$ cat config.mk
export PLATFORM = sky130hd
export DESIGN_NAME = micro_tlb
export DESIGN_NICKNAME = d
export VERILOG_FILES = /design/src/rtl/micro_tlb.sv
export SDC_FILE = /design/constraint.sdc
export NUM_CORES = 1
export LEC_CHECK = 0
export BUFFER_PORTS_ARGS = -buffer_cell sky130_fd_sc_hd__buf_2
export CAP_MARGIN = 5
export CORE_AREA = 2 2 164 166
export CTS_CLUSTER_DIAMETER = 100
export DETAILED_ROUTE_END_ITERATION = 12
export DIE_AREA = 0 0 166 168
export GPL_ROUTABILITY_DRIVEN = 0
export HOLD_SLACK_MARGIN = 0.08
export PLACE_DENSITY = 0.68
export REMOVE_ABC_BUFFERS = 1
export SYNTH_ARGS = -nofsm -noshare
export SYNTH_HDL_FRONTEND = slang
export SYNTH_SLANG_ARGS = --single-unit
$ cat constraint.sdc
create_clock -name clk -period 4.2 [get_ports clk]
set_input_delay 0.21 -clock clk [delete_from_list [all_inputs] [get_ports clk]]
set_output_delay 0.21 -clock clk [all_outputs]
set_load 0.02 [all_outputs]
$ cat src/rtl/micro_tlb.sv
// micro_tlb: ENTRIES-way fully-associative translation cache in front of the main TLB.
// Optional perf counters are enabled by defining UTLB_PERF_CNT_EN.
module micro_tlb #(
  parameter int ENTRIES = 4,
  parameter int VPN_W   = 20,
  parameter int PFN_W   = 20,
  parameter int ASID_W  = 8
) (
  input  logic              clk,
  input  logic              reset,
  input  logic              flush,
  input  logic              req_valid,
  output logic              req_ready,
  input  logic [VPN_W-1:0]  req_vpn,
  input  logic [ASID_W-1:0] req_asid,
  output logic              resp_valid,
  output logic [PFN_W-1:0]  resp_pfn,
  output logic              resp_cached,
  output logic              resp_dirty,
  output logic              resp_miss,
  output logic              resp_invalid,
  output logic              resp_error,
  output logic              mtlb_req,
  output logic [VPN_W-1:0]  mtlb_vpn,
  input  logic              mtlb_ack,
  input  logic              mtlb_hit,
  input  logic              mtlb_valid,
  input  logic              mtlb_dirty,
  input  logic              mtlb_cached,
  input  logic              mtlb_global,
  input  logic              mtlb_error,
  input  logic [PFN_W-1:0]  mtlb_pfn,
  output logic [31:0]       hit_count,
  output logic [31:0]       miss_count
);

  localparam int IDX_W = (ENTRIES > 1) ? $clog2(ENTRIES) : 1;

  typedef enum logic [1:0] {
    ST_IDLE = 2'd0,
    ST_LOOK = 2'd1,
    ST_WALK = 2'd2,
    ST_DONE = 2'd3
  } state_t;

  state_t             state_r, state_s;
  logic               latch_req_s;
  logic [VPN_W-1:0]   req_vpn_q;
  logic [ASID_W-1:0]  req_asid_q;

  logic [ENTRIES-1:0] valid_r;
  logic [VPN_W-1:0]   vpn_r    [ENTRIES];
  logic [ASID_W-1:0]  asid_r   [ENTRIES];
  logic [PFN_W-1:0]   pfn_r    [ENTRIES];
  logic [ENTRIES-1:0] glob_r, cached_r, dirty_r;
  logic [IDX_W-1:0]   rr_ptr_r;

  logic               res_hit_r, res_valid_r, res_dirty_r, res_cached_r, res_error_r;
  logic [PFN_W-1:0]   res_pfn_r;

  logic               match_any_s, lk_hit_s, fill_s, free_any_s;
  logic [IDX_W-1:0]   match_idx_s, free_idx_s, victim_idx_s;

  // Lowest-index invalid slot, returned as {found, index}.
  function automatic logic [IDX_W:0] first_free(input logic [ENTRIES-1:0] v);
    logic [IDX_W:0] r;
    r = '0;
    for (int i = ENTRIES - 1; i >= 0; i--) begin
      if (!v[i]) r = {1'b1, IDX_W'(i)};
    end
    return r;
  endfunction

  assign {free_any_s, free_idx_s} = first_free(valid_r);
  assign victim_idx_s = free_any_s ? free_idx_s : rr_ptr_r;
  // A flush in the LOOK cycle forces the lookup down the walk path.
  assign lk_hit_s = (state_r == ST_LOOK) && match_any_s && !flush;
  assign fill_s   = (state_r == ST_WALK) && mtlb_ack && mtlb_hit && mtlb_valid
                    && !mtlb_error && !flush;

  // Associative compare of the latched request against every entry.
  always_comb begin
    match_any_s = 1'b0;
    match_idx_s = '0;
    for (int i = 0; i < ENTRIES; i++) begin
      if (valid_r[i] && (vpn_r[i] == req_vpn_q) && (glob_r[i] || (asid_r[i] == req_asid_q))) begin
        match_any_s = 1'b1;
        match_idx_s = IDX_W'(i);
      end else begin
        match_any_s = match_any_s;
      end
    end
  end

  // Next-state and output decode.
  always_comb begin
    state_s      = state_r;
    latch_req_s  = 1'b0;
    req_ready    = 1'b0;
    resp_valid   = 1'b0;
    resp_pfn     = '0;
    resp_cached  = 1'b0;
    resp_dirty   = 1'b0;
    resp_miss    = 1'b0;
    resp_invalid = 1'b0;
    resp_error   = 1'b0;
    mtlb_req     = 1'b0;
    mtlb_vpn     = '0;
    case (state_r)
      ST_IDLE: begin
        req_ready = 1'b1;
        if (req_valid) begin
          state_s     = ST_LOOK;
          latch_req_s = 1'b1;
        end else begin
          state_s = ST_IDLE;
        end
      end
      ST_LOOK: begin
        if (lk_hit_s) begin
          req_ready   = 1'b1;
          resp_valid  = 1'b1;
          resp_pfn    = pfn_r[match_idx_s];
          resp_cached = cached_r[match_idx_s];
          resp_dirty  = dirty_r[match_idx_s];
          if (req_valid) begin
            state_s     = ST_LOOK;
            latch_req_s = 1'b1;
          end else begin
            state_s = ST_IDLE;
          end
        end else begin
          state_s = ST_WALK;
        end
      end
      ST_WALK: begin
        mtlb_req = 1'b1;
        mtlb_vpn = req_vpn_q;
        if (mtlb_ack) begin
          state_s = ST_DONE;
        end else begin
          state_s = ST_WALK;
        end
      end
      ST_DONE: begin
        resp_valid   = 1'b1;
        resp_pfn     = res_pfn_r;
        resp_cached  = res_cached_r;
        resp_dirty   = res_dirty_r;
        resp_miss    = !res_hit_r;
        resp_invalid = res_hit_r && !res_valid_r;
        resp_error   = res_error_r;
        state_s      = ST_IDLE;
      end
      default: state_s = ST_IDLE;
    endcase
  end

  // Control state, request latch, walk result latch, valid bits and replacement pointer.
  always_ff @(posedge clk) begin
    if (reset) begin
      state_r      <= ST_IDLE;
      req_vpn_q    <= '0;
      req_asid_q   <= '0;
      res_hit_r    <= 1'b0;
      res_valid_r  <= 1'b0;
      res_dirty_r  <= 1'b0;
      res_cached_r <= 1'b0;
      res_error_r  <= 1'b0;
      res_pfn_r    <= '0;
      valid_r      <= '0;
      rr_ptr_r     <= '0;
    end else begin
      state_r <= state_s;
      if (latch_req_s) begin
        req_vpn_q  <= req_vpn;
        req_asid_q <= req_asid;
      end
      if ((state_r == ST_WALK) && mtlb_ack) begin
        res_hit_r    <= mtlb_hit;
        res_valid_r  <= mtlb_valid;
        res_dirty_r  <= mtlb_dirty;
        res_cached_r <= mtlb_cached;
        res_error_r  <= mtlb_error;
        res_pfn_r    <= mtlb_pfn;
      end
      if (flush) begin
        valid_r <= '0;
      end else if (fill_s) begin
        valid_r[victim_idx_s] <= 1'b1;
      end
      if (fill_s && !free_any_s) begin
        rr_ptr_r <= (rr_ptr_r == IDX_W'(ENTRIES - 1)) ? '0 : rr_ptr_r + IDX_W'(1);
      end
    end
  end

  // Entry payload; qualified by valid_r so it needs no reset.
  always_ff @(posedge clk) begin
    if (fill_s) begin
      vpn_r[victim_idx_s]    <= req_vpn_q;
      asid_r[victim_idx_s]   <= req_asid_q;
      pfn_r[victim_idx_s]    <= mtlb_pfn;
      glob_r[victim_idx_s]   <= mtlb_global;
      cached_r[victim_idx_s] <= mtlb_cached;
      dirty_r[victim_idx_s]  <= mtlb_dirty;
    end
  end

`ifdef UTLB_PERF_CNT_EN
  logic [31:0] hit_cnt_r, miss_cnt_r;

  // Saturating hit/miss counters.
  always_ff @(posedge clk) begin
    if (reset) begin
      hit_cnt_r  <= 32'd0;
      miss_cnt_r <= 32'd0;
    end else begin
      if (lk_hit_s && (hit_cnt_r != 32'hFFFF_FFFF)) hit_cnt_r <= hit_cnt_r + 32'd1;
      if ((state_r == ST_LOOK) && !lk_hit_s && (miss_cnt_r != 32'hFFFF_FFFF))
        miss_cnt_r <= miss_cnt_r + 32'd1;
    end
  end

  assign hit_count  = hit_cnt_r;
  assign miss_count = miss_cnt_r;
`else
  assign hit_count  = 32'd0;
  assign miss_count = 32'd0;
`endif

endmodule

* Yosys cells after proc, flatten, opt, wreduce, memory -nomap -nowiden
Memory sizes are Yosys's and may differ from the RTL's.
Index checks and enable logic that the tools add are counted.
** Word-level totals
- Bits in registers :: 73
- Latch bits :: 0
- Bits in writable memories :: 192
- ROM bits :: 0
- Bits of input ports :: 59
- Output and inout port bits :: 112
- Word-level logic and storage cells :: 108
- Memories :: 3
** Memories
- pfn_r :: words 4, width 20, rd ports 1, clocked after memory_dff 0, write ports 1, line 54 : logic [PFN_W-1:0] pfn_r [ENTRIES];
- vpn_r :: words 4, width 20, rd ports 4, clocked after memory_dff 0, write ports 1, line 52 : logic [VPN_W-1:0] vpn_r [ENTRIES];
- asid_r :: words 4, width 8, rd ports 4, clocked after memory_dff 0, write ports 1, line 53 : logic [ASID_W-1:0] asid_r [ENTRIES];
** Cells by class
- Add/subtract/negate cells :: 1
- Multiply operators :: 0
- Div/mod/pow operators :: 0
- Order comparisons :: 3
- Equal/unequal tests :: 12
- Shift-type cells :: 0
- Mux-type cells :: 45
- Bitwise operators :: 1
- Reductions and logical operators :: 29
** Operators with widths (count)
- $eq 20x20->1 :: 4
- $mux 20 :: 2
- $pmux 20 s2 :: 1
- $eq 8x8->1 :: 4
- $mux 1 :: 21
- $logic_and 1x1->1 :: 18
- $bwmux 4 :: 3
- $mux 3 :: 4
- $mux 2 :: 5
- $pmux 1 s2 :: 5
- $pmux 2 s4 :: 1
- $eq 2x2->1 const B :: 3
- $lt 2x3->1 const B :: 2
- $logic_not 1->1 :: 5
- $bmux 1 s2 :: 2
- $logic_or 1x1->1 :: 4
- $or 4x4->4 :: 1
- $add 2x1->2 const B :: 1
- $demux 1 s2 :: 1
- $eq 2x1->1 const B :: 1
- $ge 2x1->1 const B :: 1
- $logic_not 2->1 :: 1
- $reduce_or 2->1 :: 1

* Depth between registers and ports, before layout
Gate-level depths: netlist of run 1.
An unclocked memory read counts as a cell.
- Depth after elaboration :: 12
- Mapped depth :: 11
- Gate-level depth less buffers :: 7

* Worst setup path before layout of run 1
Ideal clock, no wire load.
- Path kind :: reg2reg
- Start :: register state_r[1]
- End :: memory asid_r[3][0], enable pin
- Library setup time :: 0.461 ns
- Arrival :: 4.011 ns
- Required time :: 3.739 ns
- Slack :: -0.273 ns
- Cell stages (with the launch flop) :: 7
- Buffers on the path :: 0
- Period minus slack after synthesis :: 4.473 ns
- Cell sequence :: dfxtp_1 > inv_1 > nor2_1 > nand2_1 > nor4_1 > nand3_1 > nor2_1
** Between the ends
- Word-level cells in the longest chain between the ends :: 8
** RTL lines
- start, declared :: line 46 : state_t state_r, state_s;
- start signal, assigned :: line 174 : state_r <= state_s;
- $eq 2x2->1 :: line 78 : assign fill_s = (state_r == ST_WALK) && mtlb_ack && mtlb_hit && mtlb_valid
- $logic_and 1x1->1 (3 in a row) :: line 78
- $logic_and 1x1->1 (2 in a row) :: line 79 : && !mtlb_error && !flush;
- $mux 1 :: line 200 : if (fill_s) begin
- $mux 1 (implied by the code) :: line 202 : asid_r[victim_idx_s] <= req_asid_q;
- end, declared :: line 53
No other way between the ends.

* Worst setup path after layout of run 1
- Start :: register req_vpn_q[18]
- End :: output resp_pfn[12]
** Between the ends
- Word-level cells in the longest chain between the ends :: 11
- Elaborated cells on any way between the ends :: 24
- Classes of those cells :: 4 x eq/ne; 9 x mux; 10 x reduce/logical; 1 x memory
** RTL lines
- start, declared :: line 48 : logic [VPN_W-1:0] req_vpn_q;
- start signal, assigned :: line 176 : req_vpn_q <= req_vpn;
- parallel branches: the longest is 9 deep, another holds $mem_v2 4x20
- $mux 20 (*) :: line 120 : if (lk_hit_s) begin
- $pmux 20 s2 (*) :: line 109 : case (state_r)
- end, declared :: line 17 : output logic [PFN_W-1:0] resp_pfn,
Every way passes the cells marked *.

==> summary.md, run 1 <==
| Metric | Value |
|---|---|
| Hold Vio Cnt, Final | `0` |
| Endpoints failing setup | `0` |
| Worst VDD drop | `approximately 0.00025 V` |
| Largest net degree at the start of global routing | `51` |
| Layout Utilization | `slightly above 50%` |
| Post-synth top flop | `edfxtp_1` |
| Overall Global Routing Usage | `~18%` |
| Synthesized flop and latch total | `about 270` |
| Std cell rows | `60` |
| Critical R2R Launch | `req_vpn_q[18]` |
| Iter 0 DRT Violations | `just under 500` |
| Design area | `~14000 um^2` |
| TritonCTS Buffers | `28` |
| Share of layout cells above drive strength 1 | `between 15 and 20%` |
| Top Ports | `171` |
| Vias in the first global route | `about 6900` |
| Critical path type | `reg2out` |
| Yosys warns | `0` |
| Post-route clock skew | `roughly 0.017 ns` |
| Postcts setup bufs | `0` |
| Reg2Reg Setup Slack | `about 0.91 ns` |
| Worst slew pin tran | `roughly 1.1 ns` |
| Die ar. | `27900 um^2` |
| Worst path top cell family by delay | `simple AND/OR/NAND/NOR gates` |
| Buf/Inv on CP | `2` |
| Nets | `between 1000 and 1500` |
| Reg clk slew, reported paths | `roughly 0.06 ns` |
| Max-slew headroom | `between 20% and 30%` |
| CP max FO | `22` |
| HP Class | `in2reg` |
| Critical path's slowest cell | `dfxtp_1` |
| CTS tree | `done` |
| PwrDens | `roughly 420 nW/um^2` |
| CP endpoint kind | `primary output` |
| Top cells by area, synth | `edfxtp_1, dfxtp_1, xor2_1, mux2i_1, buf_4` |
| Overall Power | `about 5.8 mW` |
| Mean post-synth cell area | `13.3 um^2` |
| Commonest non-fill, non-tap cell in the layout | `edfxtp_1` |
| DRC viols | `0` |
| Reg2reg end | `req_vpn_q[11]` |
| Hold Path Sink | `rr_ptr_r[1]` |
| Cell Area, Synth | `between 10000 and 15000 um^2` |
| Leakage | `roughly 5.5 nW` |
| Start point of the worst hold path | `reset` |
| Register area share after synthesis | `roughly 64%` |
| Ys async rst share | `0%` |
| Post-Syn Instances | `roughly 870` |
| Register-to-Register Path Depth | `7` |
| Area growth, synth to finish | `18.5%` |
| Initial core utilization | `between 40% and 50%` |
| DP Area | `around 12000 um^2` |
| Worst Setup Start Kind | `flop` |
| Share of the synthesized area in the top cell type | `about 53%` |
| Min-Delay Path Depth | `2` |
| Vias | `slightly below 7000` |
| Critical Path AT | `3.65 ns` |
| Clock root buffer | `clkbuf_16` |
| CTS sink cnt | `~270` |
| Final min period | `between 3 and 4 ns` |
| CP most frequent cell | `nand4_1` |
| Most frequent cells in the layout | `edfxtp_1, buf_2, xor2_1, conb_1` |
| Tcrit/Tclk final | `between 90% and 100%` |
| DR vias/cell | `4.96` |
| CP max stage delay | `0.63 ns` |
| Synth area leader | `edfxtp_1` |
| Number of H-tree levels | `1` |
| Cell variety after synth | `42` |
| Die Height | `between 150 and 200 um` |
| Total length of routed wires | `approximately 24 mm` |
| Cells along the critical path | `xor2_1 -> nor4_1 -> nand4_1 -> or4_4 -> a41oi_4 -> nand4_1 -> buf_4 -> o21ai_0 -> buf_2` |
| Routed len/inst | `~18 um` |
| Max-cap viol count | `0` |
| DP HPWL | `between 15 and 20 mm` |
| Die width | `166 um` |
| Post-route ant nets | `0` |
| Placeable core region | `between 20000 and 30000 um^2` |
| Status | `completed` |
| Pre-antenna DRT Iters | `5` |
| EDFF count, synth | `a little over 200` |
| Max Clk Rate | `roughly 260 MHz` |
| First-pass GRT wire length | `a little under 40 mm` |
| Slew Viols, Final | `0` |
| Final TNS setup | `0 ns` |
| Clk_lat worst skew | `between 0.5 and 0.6 ns` |
| WP data required | `between 3 and 4 ns` |
| Worst-case clock buffer depth | `3` |
| Port bufs | `between 100 and 150` |
| Diodes inserted | `0` |
| GRT overflow | `0` |
| Initial antenna violation count | `0` |
| RSZ-0062 raised after global routing | `no` |
==> per-stage QoR <==
stage	setup slack, ns	cells	hold WS, ns
3_3_place_gp	0.832	1279	0.440
5_1_grt	0.0538	1386	0.317
6_report	0.342	1386	0.260
4_1_cts	0.282	1386	0.252
2_1_floorplan	-0.840	809	0.279
3_5_place_dp	0.822	1279	0.444
==> state kept, by name (all words and copies together) (netlist names), 2 cells and up <==
signal,flops
pfn_r,80
valid_r,4
glob_r,4
state_r,2
dirty_r,4
asid_r,32
req_vpn_q,20
res_pfn_r,20
vpn_r,80
rr_ptr_r,2
cached_r,4
req_asid_q,8
==> cell usage after synthesis (3+ instances only) <==
library cell  count
a21oi_1          32
a22oi_1          22
and3_1           22
buf_1             3
buf_2            16
buf_4            65
clkbuf_1         36
dfxtp_1          61
edfxtp_1        204
inv_1             4
mux2_2           22
mux2i_1          51
nand2_1          61
nand2b_1         56
nand4_1          10
nor2_1           10
nor3_1            6
nor4_1           25
o21a_1            4
o21ai_0          14
o21ai_1           9
or3_1             3
or4_1             3
xnor2_1          16
xor2_1           96
==> power by group <==
group / internal (mW) / switching, mW / total (mW)
clock network: 1.49 / 0.961 / 2.45
logic: 0.154 / 0.221 / 0.375
registers: 2.86 / 0.0698 / 2.93
total: 4.51 / 1.25 / 5.76
==> layout make-up <==
cell class              count  area [um^2]
flip-flops and latches    265         7350
inverters                   5         18.8
multi-input cells         539         3680
clock inverters             9         93.8
clock buffers              43          840
well taps                 341          427
repair buffers            184         1290
fillers                  2269        12700
==> how the worst max path moves through the flow <==
stage,start,to,slack [ns],cells past startpoint
after floorplan,state_r[1],asid_r[3][0],-0.84,6
after global placement,req_vpn_q[18],resp_pfn[9],0.83,9
after detailed placement,req_vpn_q[18],resp_pfn[9],0.82,9
after CTS,req_vpn_q[18],resp_pfn[9],0.28,9
after global routing,req_vpn_q[18],resp_pfn[12],0.05,9
final,req_vpn_q[18],resp_pfn[12],0.34,9
==> routing by layer <==
layer  track usage (%)  vias up  wire length, um
met2              29.9      237            11700
met4              3.93        0              436
met5                 0        -                0
met3              2.80       33             1380
li1                  -     3290                -
met1              23.9     3316            10800
==> cell families after synthesis <==
logic type | after synthesis | synth area share, %
xor gates and xnor gates | 112 | 8.49
DFF | 265 | 63.6
AOI/OAI and AO/OA | 86 | 4.70
adders and majority gates | 1 | 0.108
buffers and inverters | 131 | 6.97
and+or+nand+nor | 203 | 9.55
other | 1 | 0.0325
muxes | 73 | 6.56
==> timing repair <==
item	4_1_cts	5_1_grt
gates resized for setup	0	0
endpoints found under the hold margin	146	0
hold buffers	55	0
Power figures use the tool's default switching activity.
==> run 2, diff against run 1 <==
- CTS_BUF_LIST: unset -> sky130_fd_sc_hd__clkbuf_8 sky130_fd_sc_hd__clkbuf_16
==> summary.md, run 2 (synthesis gave the netlist of run 1 again) <==
| Metric | Value |
|---|---|
| Leakage | `between 5 and 6 nW` |
| Worst VDD drop | `~0.00025 V` |
| Switching fraction of total power | `21.9%` |
| Endpoints failing setup | `0` |
| Layout Utilization | `between 50% and 60%` |
| Final min period | `about 3.8 ns` |
| Worst Setup Start Kind | `flop` |
| Area growth, synth to finish | `18.5%` |
| Design area | `13700 um^2` |
| Post-route ant nets | `0` |
| Diodes inserted | `0` |
| CP most frequent cell | `nand4_1` |
| Postcts setup bufs | `0` |
| Worst path top cell family by delay | `simple AND/OR/NAND/NOR gates` |
| Top flop regs | `pfn_r x80, vpn_r x80, asid_r x32` |
| Placeable core region | `between 20000 and 30000 um^2` |
| Top Ports | `about 170` |
| Most frequent cells in the layout | `edfxtp_1, buf_2, xor2_1, conb_1` |
| GRT overflow | `0` |
| Vias | `approximately 7000` |
| Reg power frac | `roughly half` |
| Logic pwr share | `between 6 and 7%` |
| RSZ-0062 raised after global routing | `no` |
| Largest net degree at the start of global routing | `between 50 and 60` |
| TritonCTS Buffers | `28` |
| Die ar. | `between 20000 and 30000 um^2` |
| Max Clk Rate | `around 260 MHz` |
| First-pass GRT wire length | `38.8 mm` |
| Critical Path AT | `around 3.6 ns` |
| Clock power share | `42.4%` |
| Initial antenna violation count | `0` |
| Buf/Inv on CP | `2` |
| Fillers | `about 2300` |
| Critical Path Start | `req_vpn_q[18]` |
| Initial core utilization | `between 40% and 50%` |
| Max-cap viol count | `0` |
| DR vias/cell | `4.96` |
| Total length of routed wires | `approximately 24 mm` |
| Tcrit/Tclk final | `between 90% and 100%` |
| Post-route clock skew | `approximately 0.017 ns` |
| Commonest non-fill, non-tap cell in the layout | `edfxtp_1` |
| CP max FO | `22` |
| Clk_lat worst skew | `roughly 0.54 ns` |
| Critical path's slowest cell | `dfxtp_1` |
| DRC viols | `0` |
| Number of H-tree levels | `1` |
| Iter 0 DRT Violations | `505` |
| PwrDens | `419 nW/um^2` |
| Overall Global Routing Usage | `~18%` |
| HP Class | `in2reg` |
| Pint | `between 4 and 5 mW` |
| Pre-antenna DRT Iters | `5` |
| Max-slew headroom | `about a quarter` |
| Die width | `166 um` |
| Die Height | `about 170 um` |
| Psw | `around 1.3 mW` |
| Nets | `about 1100` |
| Hold-fix buffers at CTS | `55` |
| Hold Vio Cnt, Final | `0` |
| Critical R2R Launch | `req_vpn_q[18]` |
| Worst-case clock buffer depth | `3` |
| DP HPWL | `15.1 mm` |
| Worst slew pin tran | `1.15 ns` |
| Post-CTS Resized | `0` |
| CP endpoint kind | `primary output` |
| DP Area | `12200 um^2` |
| Share of layout cells above drive strength 1 | `19.3%` |
| Status | `completed` |
| Vias in the first global route | `6886` |
| Critical path type | `reg2out` |
| Port bufs | `106` |
| Routed len/inst | `about 18 um` |
| Cells along the critical path | `xor2_1 -> nor4_1 -> nand4_1 -> or4_4 -> a41oi_4 -> nand4_1 -> buf_4 -> o21ai_0 -> buf_2` |
| CTS sink cnt | `265` |
| WP data required | `3.99 ns` |
| Clock root buffer | `clkbuf_16` |
| Std cell rows | `60` |
| Start point of the worst hold path | `reset` |
| CTS tree | `done` |
| CP max stage delay | `~0.63 ns` |
| Reg clk slew, reported paths | `approximately 0.060 ns` |
| Slew Viols, Final | `0` |
run 2: cell types whose count changed in the layout (fill, tap and decap cells not counted), sizes merged:
cell,previous run,this run
clkbuf,43,34
inv,5,14
run 2: final timing paths:
| kind | to | slack, ns | depth (start not counted) |
|---|---|---|---|
| worst max-delay path | resp_pfn[12] | 0.37 | 9 |
| worst min-delay path | rr_ptr_r[1] | 0.26 | 2 |
| worst max register to register | req_vpn_q[11] | 0.94 | 7 |
| worst min register to register | res_valid_r | 0.45 | 2 |
run 2: metal layers:
metal	vias up	share of wire [%]	GRT usage (%)
met2	219	48	29.9
met1	3329	45	23.9
met5	-	0	0
met3	33	5.5	2.80
li1	3289	-	-
met4	0	1.8	3.93
run 2: cell type report:
class | instances | area [um^2] | share of cell area (%)
sequential | 265 | 7350 | 53.7
inverter | 5 | 18.8 | 0.137
clock inverter | 18 | 128 | 0.932
clock buffer | 34 | 806 | 5.88
timing repair buffer | 184 | 1290 | 9.43
tap | 341 | 427 | 3.12
multi-input combinational | 539 | 3680 | 26.9
run 2: worst reg2reg max path, cell delays in order, from the launching register on:
cell	delay, ns
dfxtp_1	0.63
xor2_1	0.13
nor4_1	0.44
nand4_1	0.18
or4_4	0.60
a41oi_4	0.31
o211a_4	0.62
mux2i_1	0.28
run 2: metrics by stage:
step                      hold slack, ns  std cells  setup TNS [ns]  setup slack [ns]  total power [mW]
after detailed placement           0.444       1279               0             0.822              3.32
after CTS                          0.252       1386               0             0.282              5.79
after floorplan                    0.279        809         -165.81            -0.840              3.17
after global routing               0.317       1386               0            0.0538              5.94
final                              0.262       1386               0             0.371              5.74
after global placement             0.440       1279               0             0.832              3.32
run 2: power by group through the flow:
stage,Combinational (mW),Clock (mW),Sequential [mW]
final,0.375,2.44,2.93
after floorplan,0.204,0,2.97
after global routing,0.412,2.59,2.94
after global placement,0.331,0,2.98
after CTS,0.378,2.49,2.93
after detailed placement,0.336,0,2.99
==> run 3, diff against run 2 <==
==> constraint.sdc (replaced) <==
create_clock -name clk -period 4.2 [get_ports clk]
set_input_delay 0.42 -clock clk [delete_from_list [all_inputs] [get_ports clk]]
set_output_delay 0.42 -clock clk [all_outputs]
set_load 0.02 [all_outputs]
==> summary.md, run 3 (synthesis gave the netlist of run 1 again) <==
| Metric | Value |
|---|---|
| Status | `completed` |
| CP endpoint kind | `primary output` |
| Post-route ant nets | `0` |
| Initial antenna violation count | `0` |
| Commonest non-fill, non-tap cell in the layout | `edfxtp_1` |
| Min-Delay Path Depth | `1` |
| Initial core utilization | `~44%` |
| Clock root buffer | `clkbuf_16` |
| First-pass GRT wire length | `about 37 mm` |
| Critical path's slowest cell | `dfxtp_1` |
| GR Util met3 | `under 10%` |
| Routed len/inst | `around 18 um` |
| Die width | `approximately 170 um` |
| Std cell rows | `60` |
| Diodes inserted | `0` |
| CP Depth | `9` |
| DP HPWL | `around 15 mm` |
| PwrDens | `approximately 440 nW/um^2` |
| Leakage | `around 5.3 nW` |
| Max-slew headroom | `between 20% and 30%` |
| Number of H-tree levels | `1` |
| HP Class | `in2reg` |
| Critical Path AT | `roughly 3.6 ns` |
| CTS tree | `done` |
| Clk_lat worst skew | `between 0.5 and 0.6 ns` |
| Final TNS setup | `0 ns` |
| Max Clk Rate | `251 MHz` |
| Vias in the first global route | `between 6000 and 7000` |
| Die Height | `168 um` |
| Worst slew pin tran | `roughly 1.2 ns` |
| Post-route clock skew | `around 0.0087 ns` |
| Worst-case clock buffer depth | `3` |
| Overall Global Routing Usage | `around 17%` |
| Worst VDD drop | `0.000251 V` |
| Postcts setup bufs | `0` |
| Register-to-Register Path Depth | `7` |
| TritonCTS Buffers | `28` |
| CP most frequent cell | `nand4_1` |
| Met2 Use GR | `between 20 and 30%` |
| Max-cap viol count | `0` |
| CP max stage delay | `0.65 ns` |
| DRC viols | `0` |
| Slew Viols, Final | `0` |
| Largest net degree at the start of global routing | `47` |
| Cells along the critical path | `xor2_1 -> nor4_1 -> nand4_1 -> or4_1 -> a41oi_4 -> nand4_1 -> buf_4 -> o21ai_0 -> buf_2` |
| Final setup margin | `0.214 ns` |
| Port bufs | `approximately 110` |
| Top flop regs | `pfn_r x80, vpn_r x80, asid_r x32` |
| GRT overflow | `0` |
| Tcrit/Tclk final | `between 90 and 100%` |
| Most frequent cells in the layout | `edfxtp_1, buf_2, xor2_1, conb_1, nand2_1` |
| DR vias/cell | `5.00` |
| Dpl ws | `approximately 0.39 ns` |
| Pre-antenna DRT Iters | `5` |
| Nets | `slightly above 1000` |
| Hold Vio Cnt, Final | `0` |
| Vias | `~6700` |
| CTS sink cnt | `around 270` |
| RSZ-0062 raised after global routing | `no` |
| Worst Setup Start Kind | `flop` |
| Busiest layer in global routing | `met2` |
| Final min period | `roughly 4 ns` |
| Top Ports | `around 170` |
| WP data required | `around 3.8 ns` |
| CP max FO | `22` |
| Total length of routed wires | `23.9 mm` |
| Placeable core region | `26400 um^2` |
| Critical path type | `reg2out` |
| Share of layout cells above drive strength 1 | `21.7%` |
| Buf/Inv on CP | `2` |
| Met1 Use GR | `between 20% and 30%` |
| Worst path top cell family by delay | `simple AND/OR/NAND/NOR gates` |
| Die ar. | `27900 um^2` |
| Area growth, synth to finish | `14.3%` |
| Reg clk slew, reported paths | `about 0.060 ns` |
| Endpoints failing setup | `0` |
| Iter 0 DRT Violations | `520` |
-- run 3: path summary, 6_finish.rpt --
path              endpoint           from  slack (ns)
min           pfn_r[2][10]   mtlb_pfn[10]        0.12
min reg2reg    res_valid_r    res_valid_r        0.45
max reg2reg  req_vpn_q[12]  req_vpn_q[15]        1.02
max           resp_pfn[10]  req_vpn_q[15]        0.21
-- run 3: layout make-up --
cell class                 instances  area, um^2
clock buffer                      30         739
clock inverter                    22         239
fill                            2300       13100
inverter                           5        18.8
multi-input combinational        539        3690
sequential                       265        7350
tap                              341         427
timing repair buffer             132         738
-- run 3: what timing repair did --
item                                    CTS  global route
hold buffers                              0             0
endpoints found under the hold margin     0             0
resized for setup                         4             4
endpoints found under the setup margin   22            14
-- run 3: power by group --
group          total (mW)  switching (mW)  internal, mW
clock network        2.56           0.984          1.58
registers            2.93          0.0657          2.86
logic               0.342           0.218         0.124
total                5.83            1.27          4.56
-- run 3: stage by stage --
step           std cells  area (um^2)  hold WS (ns)  power, mW  util, %
6_report            1334        13200         0.117       5.83     50.1
3_3_place_gp        1282        12200         0.439       3.32     46.3
3_5_place_dp        1282        12200         0.444       3.32     46.3
4_1_cts             1334        13200        0.0974       5.88     50.1
5_1_grt             1334        13200         0.102       6.03     50.1
2_1_floorplan        809        11000         0.426       3.17        -
-- run 3: metal layers --
layer,wire length (um),vias up
li1,-,3176
met4,659,0
met3,1300,44
met2,11100,224
met5,0,-
met1,10800,3227
